<file path="src/rtl/tinyarch_pkg.sv">
`default_nettype none
// ============================================================================
// Module   : tinyarch_pkg
// Brief    : Shared widths and program-1 operand/result byte addresses.
// Revision : 1.0
// ============================================================================
package tinyarch_pkg;

  localparam int DW = 8;
  localparam int AW = 8;

  // Program 1: 16-bit integer in, 16-bit float out, MSB at the higher address
  localparam logic [AW-1:0] P1_IN_LO  = AW'(0);
  localparam logic [AW-1:0] P1_IN_HI  = AW'(1);
  localparam logic [AW-1:0] P1_OUT_LO = AW'(2);
  localparam logic [AW-1:0] P1_OUT_HI = AW'(3);

endpackage
`default_nettype wire

</file>
<file path="src/rtl/data_memory.sv">
`default_nettype none
// ============================================================================
// Module   : data_memory
// Brief    : Single-port byte memory, synchronous write, combinational read.
// Revision : 1.0
// ============================================================================
module data_memory
  import tinyarch_pkg::*;
#(
  parameter int    DW        = tinyarch_pkg::DW,
  parameter int    AW        = tinyarch_pkg::AW,
  parameter string INIT_FILE = ""
) (
  input  logic          clk,
  input  logic          reset,
  input  logic [AW-1:0] DataAddress,
  input  logic          ReadMem,
  input  logic          WriteMem,
  input  logic [DW-1:0] DataIn,
  output logic [DW-1:0] DataOut
);

  localparam int c_DEPTH = 2 ** AW;

  // Benches poke this array hierarchically, so it stays at top level and
  // reset deliberately leaves it untouched.
  logic [DW-1:0] mem_core [0:c_DEPTH-1];

  // Read strobe is advisory; reads are always live.
  logic w_unused_readmem;
  assign w_unused_readmem = ReadMem;

  always @(posedge clk) begin
    if (WriteMem && !reset) begin
      mem_core[DataAddress] <= DataIn;
    end
  end

  assign DataOut = mem_core[DataAddress];

`ifndef SYNTHESIS
  always @(posedge clk) begin
    if (WriteMem && !reset) begin
      a_wr_addr_known: assert (!$isunknown(DataAddress))
        else $error("data_memory: write with unknown address");
      a_wr_data_known: assert (!$isunknown(DataIn))
        else $error("data_memory: write with unknown data");
    end
  end
`endif

`ifdef TRACE
  always @(posedge clk) begin
    if (WriteMem && !reset) begin
      $display("%0t data_memory write [%02h] <= %02h", $time, DataAddress, DataIn);
    end
  end
`endif

endmodule
`default_nettype wire

</file>
<file path="config.mk">
export PLATFORM = sky130hd
export DESIGN_NAME = data_memory
export DESIGN_NICKNAME = d
export VERILOG_FILES = /design/src/rtl/tinyarch_pkg.sv /design/src/rtl/data_memory.sv
export SDC_FILE = /design/constraint.sdc
export NUM_CORES = 2
export LEC_CHECK = 0
export CAP_MARGIN = 20
export CORE_UTILIZATION = 63
export CTS_CLUSTER_DIAMETER = 40
export CTS_CLUSTER_SIZE = 20
export DETAILED_ROUTE_END_ITERATION = 8
export PLACE_DENSITY = 0.86
export SYNTH_ARGS = -nofsm -noshare
export SYNTH_HDL_FRONTEND = slang
export SYNTH_SLANG_ARGS = --single-unit
</file>
<file path="constraint.sdc">
create_clock -name clk -period 5.4 [get_ports clk]
set_input_delay 1.62 -clock clk [delete_from_list [all_inputs] [get_ports clk]]
set_output_delay 1.62 -clock clk [all_outputs]
set_load 0.005 [all_outputs]
</file>
==> qor.csv <==
stage,metric,value,unit
status,status,"complete, but fails checks",
status,violations,negative setup slack,
yosys,syn-cell-area,78120,µm²
floorplan,io_pins,28,
placed_design,port-buffer-count,26,
route,antenna_left,0,
sta,worst_slew_pin_slew,1329,ps
global_routing,grt_pass1_wl,344600,µm
yosys,yosysTopAreaCell,edfxtp_1,
power_and_ir_drop,p_per_area,363.9,nW/µm²
power_and_ir_drop,p_total,33520,µW
sta,finalWorstSetupSlack,-1067,ps
yosys,ys_top_cells_by_area,"edfxtp_1 79%, mux4_2 15%, a22oi_1 2.5%",
route,wl,256300,µm
sta,max_freq,154.6,MHz
critical_path,crit_type,in2out,
layout,top_regs,mem_core: 2048 flops,
layout,final_util,75.28,%
route,wl_met1,72540,µm
sta,hold_viol,0,
layout,area_delta_synth_final,17.91,%
layout,largest-register,mem_core,
sta,finalMaxSlewViolations,0,
layout,multi_input_area,17110,µm²
clock_tree,hold_buffers,0,
global_routing,grtUsageTotal,40.17,%
floorplan,core,122400,µm²
floorplan,die_w,354.1,µm
placed_design,dp_hpwl,117500,µm
yosys,yosysWarnings,0,
route,routed-wl-met2,120400,µm
sta,setup_viol,8,
yosys,ys_seq_area_share,78.73,%
sta,slew_headroom,11.42,%
yosys,yosysUniqueCellTypes,21,
critical_path,critPathMaxFanout,13,
run,cap_viol_max_count,0,
global_routing,grt_pass1_vias,44683,
clock_tree,htree_levels,4,
layout,final_cell_mix,"2048 x edfxtp_1, 512 x mux4_2, 268 x buf_4",
yosys,synth_top_area_share,78.73,%
clock_tree,cts.sinks,2048,
critical_path,cp-start-kind,primary input,
route,top_layer_used,met5,
clock_tree,cts_tree,built,
route,routed-via-count,45139,
clock_tree,clkTransAtPathRegs,70,ps
placed_design,place_congestion,0.9073,
critical_path,crit_required,3780,ps
global_routing,gr-total-overflow,0,
floorplan,row_count,128,
route,drc_errors,0,
clock_tree,clockRootBuffer,clkbuf_16,
sta,rsz0062_at_grt,true,
floorplan,start_util,63.84,%
layout,fill_cells,5675,
layout,design_area,92110,µm²
layout,layout-drive-gt1-share,37.19,%
power_and_ir_drop,leakagePower,0.02864,µW
layout,largest_register_ff_count,2048,
sta,fin_crit_sh,119.8,%
floorplan,dieArea,125400,µm²
route,drt-vias-per-instance,7.923,
clock_tree,clock_path_buffers,3,
route,wl_met3,38510,µm
worst_hold_path,min_path_type,in2reg,
critical_path,cp.arrival,4850,ps
route,wl_per_cell,44.99,µm
clock_tree,cts_buffers,175,
global_routing,antenna_found_initial,12,
placed_design,place_area,82950,µm²
worst_hold_path,holdPathStages,1,
global_routing,grt_start_max_net_pins,155,
layout,final_common_cell,edfxtp_1,
critical_path,critPathCaptureType,output port,
yosys,synthCells,3518,
yosys,synth.avg_cell_area,22.21,µm²
yosys,mappedNetlistNets,3538,
yosys,yosys_register_bits,2048,
layout,final_net_count,3928,
layout,regArea,61500,µm²
power_and_ir_drop,vdd_ir_drop_max,0.0003590,V
route,drt-initial-drc-count,9227,
sta,min_period,6467,ps
route,dr.pass1.iters,6,
floorplan,die_h,354.1,µm
==> path summary, 6_finish.rpt <==
check	startpoint	end
min	DataIn[0]	mem_core[116][0]$_DFFE_PP_
max	DataAddress[0]	DataOut[6]
==> routing by layer <==
metal | global-route usage (%) | vias up
met2 | 63.56 | 5600
met1 | 47.65 | 22232
met5 | 0 | -
li1 | - | 15761
met4 | 27.65 | 10
met3 | 12.42 | 1536
==> critical path, cell delays in order <==
cell	delay, ps
buf_16	180
buf_16	180
buf_4	130
mux4_2	530
a22oi_1	540
a21oi_1	400
o41ai_4	510
buf_4	260
nand4_1	230
buf_2	230
==> layout make-up <==
class	instances	share of cell area [%]
sequential	2048	66.77
multi-input combinational	1245	18.58
timing repair buffer	438	5.686
clock buffer	185	4.888
tap	1625	2.207
clock inverter	141	1.833
antenna	15	0.04075
==> metrics by stage <==
stage / setup slack, ps / hold slack [ps] / cells / setup TNS, ps
finish: -1067 / 1450 / 5697 / -5055
global route: -988.6 / 1471 / 5682 / -4635
CTS: -423.3 / 1474 / 5658 / -2995
global placement: -1148 / 2290 / 5271 / -8407
floorplan: 302.2 / 1719 / 3518 / 0
detailed placement: -1265 / 2323 / 5271 / -9133
==> kinds of logic after synthesis <==
group,share of synthesized area (%)
flip-flops,78.73
AO/OA/AOI/OAI,3.639
multiplexers,14.76
AND/OR/NAND/NOR,1.608
buffers and inverters,1.267
==> report_power, final <==
part / leakage (µW) / switching [µW] / internal, µW
sequential: 0.0184 / 8.19 / 17500
clock: 0.00298 / 6940 / 7000
combinational: 0.00726 / 1280 / 797
total: 0.0286 / 8230 / 25300
==> synthesized netlist by cell type <==
master,count
nand3_1,4
buf_4,11
buf_6,7
and2_1,2
nor2_1,260
nand2_1,30
mux4_2,512
nor3b_1,1
edfxtp_1,2048
nand4_1,8
a21oi_1,128
and3_1,1
buf_2,41
and3b_1,1
nand2b_1,2
or2_2,1
nor2b_1,7
clkbuf_1,155
a22oi_1,256
o41ai_1,32
buf_1,11
==> what timing repair did <==
| action | in CTS | in global routing |
|---|---|---|
| resized for setup | 261 | 137 |
| pin swaps | 52 | 62 |
| setup buffers | 43 | 24 |
| gates cloned | 18 | 3 |
| setup endpoints to repair | 8 | 8 |
No activity file was read; power rests on OpenSTA's default activity.
